==> src/rtl/hub75_pkg.sv <==
// hub75_pkg: shared types and pixel-word slicing for the HUB75 scan controller.
// Pixel word is {bottom, top}, each half {R,G,B} at 8 bits per channel.
package hub75_pkg;

   typedef enum logic [2:0] {
      IDLE,
      ADDR,
      LOAD,
      CLK,
      BLANK,
      LATCH,
      DISPLAY
   } state_t;

   localparam int PANEL_COLS = 32;
   localparam int HALF_ROWS  = 16;

   localparam int TOP_LSB = 0;
   localparam int TOP_MSB = 23;
   localparam int BOT_LSB = 24;
   localparam int BOT_MSB = 47;
   localparam int R_LSB   = 16;
   localparam int R_MSB   = 23;
   localparam int G_LSB   = 8;
   localparam int G_MSB   = 15;
   localparam int B_LSB   = 0;
   localparam int B_MSB   = 7;

   function automatic logic [23:0] top_half(input logic [47:0] w);
      return w[TOP_MSB:TOP_LSB];
   endfunction

   function automatic logic [23:0] bot_half(input logic [47:0] w);
      return w[BOT_MSB:BOT_LSB];
   endfunction

   function automatic logic [7:0] chan_r(input logic [23:0] h);
      return h[R_MSB:R_LSB];
   endfunction

   function automatic logic [7:0] chan_g(input logic [23:0] h);
      return h[G_MSB:G_LSB];
   endfunction

   function automatic logic [7:0] chan_b(input logic [23:0] h);
      return h[B_MSB:B_LSB];
   endfunction

   function automatic logic chan_bit(
      input logic [7:0] ch,
      input logic [2:0] b
   );
      return ch[b];
   endfunction

endpackage

==> src/rtl/hub75_scan_ctrl_if.sv <==
// hub75_scan_ctrl_if: frame-source bus between the scan controller
// and the pixel store; data trails the address by one clock.
interface hub75_scan_ctrl_if;

   logic [8:0]  ram_address;
   logic [47:0] ram_data;

   modport master (
      output ram_address,
      input  ram_data
   );

   modport slave (
      input  ram_address,
      output ram_data
   );

endinterface

==> src/rtl/hub75_oe_timer.sv <==
// hub75_oe_timer: per-plane display window and output-enable generator.
// With HUB75_BRIGHTNESS_EN the on-time is scaled by (brightness+1)/8.
module hub75_oe_timer
   import hub75_pkg::*;
#(
   parameter int BITS       = 8,
   parameter int BASE_TICKS = 16
) (
   input  logic       clk,
   input  logic       rst,
   input  logic       load,
   input  logic [2:0] plane,
`ifdef HUB75_BRIGHTNESS_EN
   input  logic [2:0] brightness,
`endif
   output logic       oe_n,
   output logic       done
);

   localparam int CW = $clog2(BASE_TICKS << (BITS - 1)) + 1;

   logic [CW-1:0] ticks;
   logic [CW-1:0] on_time;
   logic [CW-1:0] cnt;
   logic [CW-1:0] on_rem;
   logic          active;

   assign ticks = CW'(BASE_TICKS) << plane;

`ifdef HUB75_BRIGHTNESS_EN
   assign on_time = CW'(
      ({3'b000, ticks} * {{CW{1'b0}}, brightness}
       + {3'b000, ticks}) >> 3);
`else
   assign on_time = ticks;
`endif

   assign done = active && (cnt == '0);

   // on_rem counts the low cycles still owed, including the current one
   always_ff @(posedge clk or negedge rst) begin
      if (!rst) begin
         cnt    <= '0;
         on_rem <= '0;
         active <= 1'b0;
         oe_n   <= 1'b1;
      end else if (load) begin
         cnt    <= ticks - CW'(1);
         on_rem <= on_time;
         active <= 1'b1;
         oe_n   <= (on_time == '0);
      end else if (active) begin
         if (cnt == '0) begin
            active <= 1'b0;
            on_rem <= '0;
            oe_n   <= 1'b1;
         end else begin
            cnt <= cnt - CW'(1);
            if (on_rem != '0)
               on_rem <= on_rem - CW'(1);
            oe_n <= (on_rem <= CW'(1));
         end
      end
   end

endmodule

==> src/rtl/hub75_scan_ctrl.sv <==
// hub75_scan_ctrl: 32x32 1/16-scan HUB75 sequencer with BCM bit planes.
// Optional macro HUB75_BRIGHTNESS_EN adds a 3-bit global brightness input.
module hub75_scan_ctrl
   import hub75_pkg::*;
#(
   parameter int BITS       = 8,
   parameter int BASE_TICKS = 16
) (
   input  logic              clk,
   input  logic              rst,
   input  logic              enable,
`ifdef HUB75_BRIGHTNESS_EN
   input  logic [2:0]        brightness,
`endif
   hub75_scan_ctrl_if.master ram,
   output logic              r1,
   output logic              g1,
   output logic              b1,
   output logic              r2,
   output logic              g2,
   output logic              b2,
   output logic              sclk,
   output logic              lat,
   output logic              oe_n,
   output logic [3:0]        row_sel,
   output logic              frame_start
);

   localparam logic [4:0] COL_LAST = 5'(PANEL_COLS - 1);
   localparam logic [3:0] ROW_LAST = 4'(HALF_ROWS - 1);

   state_t      state;
   logic [3:0]  row;
   logic [2:0]  plane;
   logic [4:0]  col;
   logic [8:0]  addr;
   logic        load;
   logic        done;
   logic        last_plane;
   logic        wrap;
   logic [3:0]  row_next;
   logic [2:0]  bit_sel;
   logic [23:0] top_px;
   logic [23:0] bot_px;

   assign ram.ram_address = addr;

   assign bit_sel    = 3'(8 - BITS) + plane;
   assign last_plane = (plane == 3'(BITS - 1));
   assign row_next   = last_plane ? row + 4'd1 : row;
   assign wrap       = last_plane && (row == ROW_LAST);
   assign top_px     = top_half(ram.ram_data);
   assign bot_px     = bot_half(ram.ram_data);

   always_ff @(posedge clk or negedge rst) begin
      if (!rst) begin
         state       <= IDLE;
         row         <= '0;
         plane       <= '0;
         col         <= '0;
         addr        <= '0;
         load        <= 1'b0;
         r1          <= 1'b0;
         g1          <= 1'b0;
         b1          <= 1'b0;
         r2          <= 1'b0;
         g2          <= 1'b0;
         b2          <= 1'b0;
         sclk        <= 1'b0;
         lat         <= 1'b0;
         row_sel     <= '0;
         frame_start <= 1'b0;
      end else begin
         frame_start <= 1'b0;
         lat         <= 1'b0;
         load        <= 1'b0;
         unique case (state)
            IDLE: begin
               sclk <= 1'b0;
               if (enable) begin
                  row         <= '0;
                  plane       <= '0;
                  col         <= COL_LAST;
                  addr        <= {4'd0, COL_LAST};
                  frame_start <= 1'b1;
                  state       <= ADDR;
               end
            end
            ADDR: begin
               sclk  <= 1'b0;
               state <= LOAD;
            end
            // ram_data answers the address shown during ADDR
            LOAD: begin
               r1    <= chan_bit(chan_r(top_px), bit_sel);
               g1    <= chan_bit(chan_g(top_px), bit_sel);
               b1    <= chan_bit(chan_b(top_px), bit_sel);
               r2    <= chan_bit(chan_r(bot_px), bit_sel);
               g2    <= chan_bit(chan_g(bot_px), bit_sel);
               b2    <= chan_bit(chan_b(bot_px), bit_sel);
               sclk  <= 1'b1;
               state <= CLK;
            end
            CLK: begin
               sclk <= 1'b0;
               if (col == '0) begin
                  state <= BLANK;
               end else begin
                  col   <= col - 5'd1;
                  addr  <= {row, col - 5'd1};
                  state <= ADDR;
               end
            end
            BLANK: begin
               lat     <= 1'b1;
               row_sel <= row;
               load    <= 1'b1;
               state   <= LATCH;
            end
            LATCH: begin
               state <= DISPLAY;
            end
            DISPLAY: begin
               if (done) begin
                  plane <= last_plane ? 3'd0 : plane + 3'd1;
                  row   <= row_next;
                  col   <= COL_LAST;
                  if (enable) begin
                     addr        <= {row_next, COL_LAST};
                     frame_start <= wrap;
                     state       <= ADDR;
                  end else begin
                     state <= IDLE;
                  end
               end
            end
            default: state <= IDLE;
         endcase
      end
   end

   hub75_oe_timer #(
      .BITS       (BITS),
      .BASE_TICKS (BASE_TICKS)
   ) u_oe (
      .clk        (clk),
      .rst        (rst),
      .load       (load),
      .plane      (plane),
`ifdef HUB75_BRIGHTNESS_EN
      .brightness (brightness),
`endif
      .oe_n       (oe_n),
      .done       (done)
   );

   lat_dark_a: assert property (
      @(posedge clk) disable iff (!rst) lat |-> oe_n
   );

endmodule
==> src/flat_wrapper.sv <==
// flat-port wrapper written by rule: the top's interface ports become plain ports
module hub75_scan_ctrl_flat import hub75_pkg::*;
#(
   parameter int BITS       = 8,
   parameter int BASE_TICKS = 16
)
  (clk, rst, enable, r1, g1, b1, r2, g2, b2, sclk, lat, oe_n, row_sel, frame_start, ram_ram_address, ram_ram_data);
  hub75_scan_ctrl_if ram_i ();
  input  logic clk;
  input  logic rst;
  input  logic enable;
  output logic r1;
  output logic g1;
  output logic b1;
  output logic r2;
  output logic g2;
  output logic b2;
  output logic sclk;
  output logic lat;
  output logic oe_n;
  output logic [3:0] row_sel;
  output logic frame_start;
  output wire logic [$bits(ram_i.ram_address)-1:0] ram_ram_address;
  input wire logic [$bits(ram_i.ram_data)-1:0] ram_ram_data;
  assign ram_ram_address = ram_i.ram_address;
  assign ram_i.ram_data = ram_ram_data;
  hub75_scan_ctrl #(.BITS(BITS), .BASE_TICKS(BASE_TICKS)) u_core (.clk(clk), .rst(rst), .enable(enable), .ram(ram_i), .r1(r1), .g1(g1), .b1(b1), .r2(r2), .g2(g2), .b2(b2), .sclk(sclk), .lat(lat), .oe_n(oe_n), .row_sel(row_sel), .frame_start(frame_start));
endmodule
==> config.mk <==
export PLATFORM = sky130hd
export DESIGN_NAME = hub75_scan_ctrl_flat
export DESIGN_NICKNAME = d
export VERILOG_FILES = /design/src/rtl/hub75_pkg.sv /design/src/rtl/hub75_scan_ctrl_if.sv /design/src/rtl/hub75_oe_timer.sv /design/src/rtl/hub75_scan_ctrl.sv /design/src/flat_wrapper.sv
export SDC_FILE = /design/constraint.sdc
export NUM_CORES = 1
export LEC_CHECK = 0
export ABC_CLOCK_PERIOD_IN_PS = 2790
export BUFFER_PORTS_ARGS = -buffer_cell sky130_fd_sc_hd__buf_2
export CAP_MARGIN = 25
export CORE_ASPECT_RATIO = 0.6
export CORE_MARGIN = 5
export CORE_UTILIZATION = 56
export DETAILED_ROUTE_END_ITERATION = 8
export GPL_TIMING_DRIVEN = 0
export PLACE_DENSITY = 0.81
export SLEW_MARGIN = 20
export SYNTH_ARGS = -nofsm -noshare
export SYNTH_HDL_FRONTEND = slang
export SYNTH_SLANG_ARGS = --single-unit
==> constraint.sdc <==
create_clock -name clk -period 2.79 [get_ports clk]
set_input_delay 0.1395 -clock clk [delete_from_list [all_inputs] [get_ports clk]]
set_output_delay 0.1395 -clock clk [all_outputs]
set_load 0.05 [all_outputs]
==> impl_metrics.csv, run 1 <==
group,metric,value,unit
worst_setup_path,start_kind,"flop",
global_route,grt_pass1_wl,17100,um
global_route,grt_use_met1,35.8,%
finish,syn_to_final_growth,22.1,%
global_route,grt_overflow,0,
placement,portBuffers,73,
clock_tree,cts_max_level,3,
finish,diodes,0,
timing,setup_viol,0,
global_route,grt.busiest_layer,"met2",
yosys,synth_nets,451,
clock_tree,cts_buffers,9,
placement,globalplace.congestion,0.958,
timing,worst_pin_slew,0.840,ns
worst_setup_path,required,2.98,ns
placement,pre_cts_slack,-0.0791,ns
yosys,syn_area,3850,um^2
clock_tree,cts_tree,"yes",
global_route,grt_max_degree,48,
yosys,ys_async_sr_fraction,100,%
yosys,postSynthCellCount,387,
floorplanning,num_io_pins,74,
worst_setup_path,crit_path_end_kind,"flop",
yosys,synth-edff-count,0,
yosys,synth_seq_cells,63,
floorplanning,die_h,74.2,um
global_route,met3_usage,7.80,%
timing,setup_ws,0.139,ns
floorplanning,die_x,117,um
finish,area.sequential,1580,um^2
timing,fmax,0.377,GHz
detailed_routing,vias,3571,
detailed_routing,dr.pass1.iters,7,
clock_tree,cts_buffer_depth,2,
finish,fill_cells,497,
timing,skew,0.00776,ns
detailed_routing,drt_iter0_drc,422,
floorplanning,die_area,8690,um^2
worst_setup_path,r2r-start,"u_core.lat",
global_route,grt_use_total,25.7,%
yosys,yosysSeqAreaShare,41.0,%
finish,fin_util,70.4,%
worst_setup_path,cp-startpoint,"u_core.lat",
timing,fin_crit_sh,95.0,%
finish,drive_gt1_share,26.7,%
worst_setup_path,critPathKind,"flop to flop",
global_route,grt_use_met2,38.1,%
yosys,ys.flop_type,"dfrtp_1",
timing,rsz0062_at_grt,"true",
global_route,grt_pass1_vias,3532,
yosys,synth_top_area_share,40.3,%
clock_tree,clk_latency,0.34,ns
timing,final-hold-violation-count,0,
pwr,p_per_area,482,nW/um^2
timing,relSlewSlack,43.5,%
yosys,syn_area_per_cell,9.95,um^2
yosys,yosysWarningCount,0,
worst_setup_path,cp.arrival,2.84,ns
timing,period_needed,2.65,ns
finish,nets,538,
timing,drv_slew,0,
job,maxCapViolCount,0,
yosys,yosysUniqueCellTypes,57,
floorplanning,num_rows,23,
floorplanning,core_area,6680,um^2
detailed_routing,avgViaCountPerCell,6.31,
worst_setup_path,path_max_fanout,10,
pwr,leakagePower,2.09,nW
detailed_routing,drc,0,
yosys,yosys.area.top_type,"dfrtp_1",
min_path,hold_depth,3,
min_path,hold_class,"input port to flop",
clock_tree,ctsRootBufferMaster,"clkbuf_16",
detailed_routing,wl,10800,um
placement,hpwl,7780,um
yosys,synth_area_leaders,"dfrtp_1 40%, mux4_2 7.0%, nand2_1 4.5%, ha_1 4.2%, nor2_1 3.4%",
floorplanning,start_util,57.7,%
detailed_routing,ant_nets,0,
pwr,vdd_drop_max,0.403,mV
detailed_routing,wire_per_inst,19.0,um
clock_tree,cts_num_sinks,63,
run_status,status,"finished, final reports clean",
timing,fin_setup_tns,0,ns
min_path,min_from,"enable",
global_route,antenna_found_initial,0,
clock_tree,clk_pin_slew,0.06,ns
worst_setup_path,ff2ff_path_depth,9,
finish,multi_input_area,2150,um^2
==> registers in the layout (all words and copies together) (netlist names), 3 cells and up <==
| signal | cells |
|---|---|
| u_core.col | 5 |
| u_core.plane | 3 |
| u_core.ram.ram_address | 9 |
| u_core.row | 4 |
| u_core.row_sel | 4 |
| u_core.state | 3 |
| u_core.u_oe.cnt | 12 |
| u_core.u_oe.on_rem | 12 |
==> metrics by stage <==
step	instances	power (W)	hold slack [ns]	instance area, um^2
2_1_floorplan	387	0.000976	-0.156	3850
3_3_place_gp	547	0.00103	0.465	4330
3_5_place_dp	548	0.00104	0.0324	4360
4_1_cts	565	0.00227	0.167	4690
5_1_grt	566	0.00233	0.184	4700
6_report	566	0.00226	0.175	4700
==> area by class of cell <==
class	instances	share of cell area, %
Multi-Input combinational cell	293	45.8
Sequential cell	63	33.6
Timing Repair Buffer	76	8.70
Clock buffer	9	4.79
Tap cell	87	2.32
Clock inverter	7	2.18
Buffer	18	1.60
Inverter	13	1.04
==> report_power, final <==
part	internal (W)	switching, W
registers	0.000918	0.00000251
logic	0.0000504	0.0000549
clock network	0.000792	0.000446
==> path summary, 6_finish.rpt <==
kind	end	slack [ns]
min in group asynchronous	u_core.u_oe.on_rem[8]	0.22
worst max-delay path	u_core.u_oe.cnt[10]	0.14
worst min register to register	u_core.sclk	0.47
worst min-delay path	u_core.frame_start	0.18
worst max register to register	u_core.u_oe.cnt[10]	0.14
max in group asynchronous	u_core.u_oe.cnt[7]	2.06
==> cell usage in the layout (no fill, tap or decap), drive strengths merged, types with 4 or more instances in the layout <==
master,count
xor2,9
buf,77
nor2,35
clkbuf,25
inv,16
nand4,4
o21a,8
mux2i,7
mux4,12
nand3,9
or4,4
xnor2,13
or2,4
ha,13
dfrtp,62
nand2,46
a21oi,15
o22ai,5
a31oi,11
nor3,12
mux2,9
nor2b,6
nand2b,8
nor4,9
o21ai,11
==> synth_stat cells (all sizes together), types with 4 or more instances <==
library cell / instances
clkbuf: 14
mux2: 9
nor2b: 6
nand3: 9
a21oi: 15
dfrtp: 62
nor4: 9
nand2b: 8
o22ai: 5
inv: 12
xnor2: 13
o21a: 8
xor2: 9
o21ai: 11
a31oi: 11
ha: 13
nor2: 35
buf: 4
nor3: 12
mux2i: 7
or2: 4
nand2: 46
nand4: 4
or4: 4
mux4: 12
==> critical path: stages, from the launching register on <==
cell and delay, ns:
dfrtp_1 0.37, clkbuf_1 0.29, clkbuf_2 0.31, clkbuf_2 0.28, nand2b_1 0.15, ha_1 0.27
o221ai_2 0.21, nor4_1 0.38, xnor2_1 0.16, mux2i_1 0.08
==> timing repair <==
action	4_1_cts	5_1_grt
setup buffers	0	0
hold buffers	1	0
gates resized for setup	1	6
hold endpoints to repair	63	0
gates cloned	0	0
endpoints found under the setup margin	2	5
pin swaps	0	0
==> metal layers <==
metal  routed length [um]  part of all wire [%]  up-vias
met5                    0                     0        -
met4                  236                   2.2        0
met3                 1210                    11       29
met2                 4660                    43      229
met1                 4640                    43     1716
li1                     -                     -     1597
==> cell families after synthesis <==
kind of cell | after synthesis | share of synthesized area, %
AO/OA/AOI/OAI | 82 | 15.3
XOR/XNOR | 22 | 5.00
adder cells (fa/ha/maj) | 13 | 4.22
buffers and inverters | 31 | 3.09
flip-flops | 63 | 41.0
multiplexers | 28 | 11.5
AND/OR/NAND/NOR | 148 | 19.9
No activity file was read; power rests on OpenSTA's default activity.
==> run 2: changes to the inputs <==
PLACE_DENSITY = 0.91   (was 0.81)
==> impl_metrics.csv, run 2 (synthesized netlist as in run 1, its figures left out) <==
group,metric,value,unit
run_status,status,"finished, final reports clean",
clock_tree,cts_max_level,3,
worst_setup_path,critPathKind,"flop to flop",
worst_setup_path,ff2ff_path_depth,9,
timing,fin_crit_sh,93.6,%
finish,drive_gt1_share,26.9,%
timing,final-hold-violation-count,0,
floorplanning,num_rows,23,
finish,fill_cells,473,
placement,globalplace.congestion,0.907,
detailed_routing,dr.pass1.iters,5,
timing,period_needed,2.61,ns
global_route,grt_overflow,0,
pwr,vdd_drop_max,0.719,mV
worst_setup_path,cp_num_buf_inv,3,
clock_tree,clk_pin_slew,0.05,ns
finish,postLayoutCellArea,4690,um^2
worst_setup_path,required,2.97,ns
timing,fmax,0.383,GHz
timing,skew,0.00817,ns
worst_setup_path,crit_path_max_incr_delay,0.38,ns
clock_tree,clk_latency,0.34,ns
floorplanning,die_area,8690,um^2
min_path,hold_class,"input port to flop",
timing,rsz0062_at_grt,"false",
finish,nets,535,
worst_setup_path,rrSetupSlack,0.18,ns
timing,fin_setup_tns,0,ns
timing,relSlewSlack,41.7,%
worst_setup_path,cp-startpoint,"u_core.plane[0]",
placement,portBuffers,73,
worst_setup_path,endpoint,"u_core.u_oe.cnt[10]",
worst_setup_path,critPathSlowestCell,"dfrtp_1",
floorplanning,num_io_pins,74,
clock_tree,cts_tree,"yes",
finish,layout_commonest_cell,"buf_2",
finish,fin_util,70.2,%
detailed_routing,drc,0,
job,maxCapViolCount,0,
finish,diodes,0,
detailed_routing,drt_iter0_drc,406,
floorplanning,start_util,57.7,%
pwr,leakagePower,2.08,nW
global_route,grt_pass1_vias,3419,
detailed_routing,wire_per_inst,18.7,um
worst_setup_path,path_max_fanout,10,
global_route,antenna_found_initial,0,
finish,syn_to_final_growth,21.7,%
worst_setup_path,crit_chain,"clkbuf_2, clkbuf_4, inv_1, ha_1, nor2_1, o221ai_2, nor4_2, xnor2_1, mux2i_1",
detailed_routing,vias,3591,
clock_tree,cts_buffer_depth,2,
pwr,total_power,0.00226,W
floorplanning,die_x,117,um
timing,worst_pin_slew,0.871,ns
pwr,p_per_area,483,nW/um^2
timing,setup_viol,0,
detailed_routing,wl,10500,um
global_route,grt_max_degree,64,
finish,fin_cells,562,
clock_tree,ctsRootBufferMaster,"clkbuf_16",
timing,drv_slew,0,
worst_setup_path,start_kind,"flop",
global_route,grt_use_total,25.3,%
worst_setup_path,cp_top_family,"buffers and inverters",
worst_setup_path,rr_endpoint,"u_core.u_oe.cnt[10]",
worst_setup_path,r2r-start,"u_core.plane[0]",
clock_tree,cts_buffers,9,
clock_tree,post_cts_buffers,0,
detailed_routing,ant_nets,0,
placement,placed_area,4330,um^2
detailed_routing,avgViaCountPerCell,6.39,
floorplanning,core_area,6680,um^2
finish,final_cell_mix,"74 x buf_2, 62 x dfrtp_1, 46 x nand2_1",
worst_setup_path,cp.arrival,2.79,ns
placement,place_inst,547,
worst_setup_path,crit_path_end_kind,"flop",
floorplanning,die_h,74.2,um
global_route,grt_pass1_wl,16800,um
placement,hpwl,7550,um
worst_setup_path,cp_num_cells,9,
clock_tree,cts_num_sinks,63,
[run 2: how the worst min path moves through the flow]
stage	from	end	cells after the start
6_report	enable	u_core.state[0]	3
5_1_grt	enable	u_core.frame_start	3
4_1_cts	enable	u_core.frame_start	3
3_5_place_dp	rst	u_core.u_oe.cnt[3]	1
3_3_place_gp	u_core.sclk	u_core.sclk	1
2_1_floorplan	rst	u_core.b1	0
[run 2: worst register-to-register path: stages, from the launching register on]
cell and delay (ns):
dfrtp_1 0.38, clkbuf_2 0.27, clkbuf_4 0.32, inv_1 0.10
ha_1 0.31, nor2_1 0.23, o221ai_2 0.21, nor4_2 0.34
xnor2_1 0.19, mux2i_1 0.12
[run 2: final cells by class]
class,instances,area [um^2],share of cell area (%)
multi-input combinational,293,2170,46.2
sequential,63,1580,33.7
timing repair buffer,74,378,8.06
clock buffer,12,267,5.69
tap,87,109,2.32
buffer,17,73.8,1.58
clock inverter,3,65.1,1.39
inverter,13,48.8,1.04
[run 2: repair_timing]
action                                  4_1_cts  5_1_grt
gates resized for setup                       4        3
hold buffers                                  1        0
hold endpoints to repair                     62        0
endpoints found under the setup margin        1        3
[run 2: per-stage QoR]
step                      hold slack (ns)  worst slack [ns]
final                               0.150             0.179
after global routing                0.168           0.00523
after CTS                           0.154            0.0716
after detailed placement            0.273           -0.0693
after global placement              0.462            0.0607
after floorplan                    -0.156             0.159
[run 2: power breakdown]
group,total (W),internal [W],switching [W]
Sequential,0.000922,0.000919,0.00000255
Clock,0.00124,0.000847,0.000392
Combinational,0.000101,0.0000463,0.0000542
[run 2: routing by layer]
metal,GRT usage (%),wire (um),part of all wire (%)
met2,39.4,4820,46
met1,34.5,4540,43
met5,0,0,0
met4,6.74,161,1.5
met3,8.37,963,9.2
==> run 3: changes to the inputs <==
ABC_CLOCK_PERIOD_IN_PS = 3200   (was 2790)
CORE_UTILIZATION = 60   (was 56)
PLACE_DENSITY = 0.95   (was 0.91)
clock period = 3.2 ns   (was 2.79 ns; I/O delays follow)
==> impl_metrics.csv, run 3 (synthesized netlist as in run 1, its figures left out) <==
group,metric,value,unit
floorplanning,core_area,6170,um^2
timing,fin_crit_sh,90.6,%
timing,rsz0062_at_grt,"false",
timing,worst_pin_slew,0.871,ns
worst_setup_path,required,3.42,ns
global_route,antenna_found_initial,0,
clock_tree,hold_buffers,1,
detailed_routing,drt_iter0_drc,450,
timing,drv_slew,0,
floorplanning,num_io_pins,74,
timing,skew,0.00534,ns
pwr,leakagePower,2.01,nW
clock_tree,cts.repair.resized,0,
finish,postLayoutCellArea,4570,um^2
clock_tree,cts_max_level,3,
floorplanning,start_util,62.5,%
timing,final-hold-violation-count,0,
global_route,grt_use_total,27.0,%
placement,globalplace.congestion,0.929,
worst_setup_path,crit_path_end_kind,"flop",
finish,nets,538,
timing,period_needed,2.90,ns
finish,fin_cells,563,
floorplanning,die_h,72.1,um
detailed_routing,wire_per_inst,19.0,um
placement,placed_area,4340,um^2
run_status,status,"finished, final reports clean",
pwr,seqPwrFrac,49.6,%
detailed_routing,dr.pass1.iters,6,
worst_setup_path,critPathKind,"flop to flop",
finish,fill_cells,439,
clock_tree,ctsRootBufferMaster,"clkbuf_8",
clock_tree,clk_latency,0.36,ns
pwr,p_sw,0.000389,W
worst_setup_path,path_max_fanout,10,
detailed_routing,vias,3603,
floorplanning,num_rows,22,
global_route,grt_pass1_wl,17200,um
timing,relSlewSlack,41.6,%
clock_tree,cts_num_sinks,63,
timing,setup_viol,0,
clock_tree,post_cts_buffers,0,
timing,fmax,0.345,GHz
global_route,grt_pass1_vias,3476,
global_route,grt_max_degree,44,
finish,drive_gt1_share,25.9,%
finish,area.sequential,1580,um^2
finish,multi_input_area,2150,um^2
finish,diodes,0,
finish,layout_commonest_cell,"buf_2",
clock_tree,cts_tree,"yes",
placement,portBuffers,73,
min_path,hold_class,"input port to flop",
pwr,p_sw_share,24.1,%
pwr,p_clk_share,44.6,%
floorplanning,die_area,8170,um^2
detailed_routing,wl,10700,um
clock_tree,cts_buffers,9,
detailed_routing,drc,0,
pwr,vdd_drop_max,0.201,mV
detailed_routing,ant_nets,0,
clock_tree,cts_buffer_depth,2,
clock_tree,clk_pin_slew,0.07,ns
detailed_routing,avgViaCountPerCell,6.40,
global_route,grt_overflow,0,
pwr,p_int,0.00123,W
finish,syn_to_final_growth,18.6,%
placement,place_inst,545,
floorplanning,die_x,113,um
placement,hpwl,7950,um
worst_setup_path,start_kind,"flop",
pwr,p_comb_share,5.8,%
pwr,p_per_area,354,nW/um^2
job,maxCapViolCount,0,
finish,final_cell_mix,"74 x buf_2, 62 x dfrtp_1, 46 x nand2_1",
worst_setup_path,cp.arrival,3.12,ns
timing,fin_setup_tns,0,ns
==> run 3: critical path: stages (launching register included) <==
cell and delay, ns:
dfrtp_1 0.37, clkbuf_1 0.36, clkbuf_1 0.41, clkbuf_1 0.39, nand2b_1 0.17, ha_1 0.24, o221ai_2 0.19, nor4_1 0.37
xnor2_1 0.16, mux2i_1 0.09
==> run 3: cell type report <==
type                            count  share of cell area, %
Tap cell                           84                   2.30
Sequential cell                    63                   34.6
Clock inverter                      6                   1.51
Clock buffer                       10                   3.01
Timing Repair Buffer               76                   8.82
Multi-Input combinational cell    293                   47.2
Buffer                             18                   1.53
Inverter                           13                   1.07
==> run 3: through the flow <==
step / total power, W / hold WS [ns] / utilization [%] / setup WS [ns]
floorplan: 0.000851 / -0.136 / - / 0.569
global placement: 0.000900 / 0.462 / 70.1 / 0.461
detailed placement: 0.000908 / 0.0677 / 70.5 / 0.376
CTS: 0.00163 / 0.141 / 74.0 / 0.352
global route: 0.00168 / 0.160 / 74.0 / 0.106
finish: 0.00162 / 0.180 / 74.0 / 0.301
==> run 3: layer usage <==
metal | global-route usage [%] | vias to the layer above | part of all wire [%]
met1 | 35.8 | 1719 | 41
met4 | 10.3 | 0 | 2.4
li1 | - | 1596 | -
met5 | 0 | - | 0
met3 | 6.92 | 41 | 9.8
met2 | 43.3 | 247 | 46
==> run 3: power groups by stage <==
stage	sequential, W	combinational (W)	clock, W
after floorplan	0.000831	0.0000199	0
after global placement	0.000817	0.0000835	0
after detailed placement	0.000817	0.0000912	0
after CTS	0.000802	0.0000929	0.000733
after global routing	0.000801	0.000100	0.000774
final	0.000802	0.0000930	0.000721
==> run 3: path summary, 6_finish.rpt <==
kind | endpoint | from | cells after the start | slack (ns)
worst min register to register | u_core.ram.ram_address[2] | u_core.ram.ram_address[2] | 1 | 0.48
min in group asynchronous | u_core.u_oe.on_rem[2] | rst | 2 | 0.23
worst max register to register | u_core.u_oe.cnt[10] | u_core.lat | 9 | 0.30
worst max-delay path | u_core.u_oe.cnt[10] | u_core.lat | 9 | 0.30
max in group asynchronous | u_core.u_oe.oe_n | rst | 3 | 2.40
worst min-delay path | u_core.state[0] | enable | 3 | 0.18
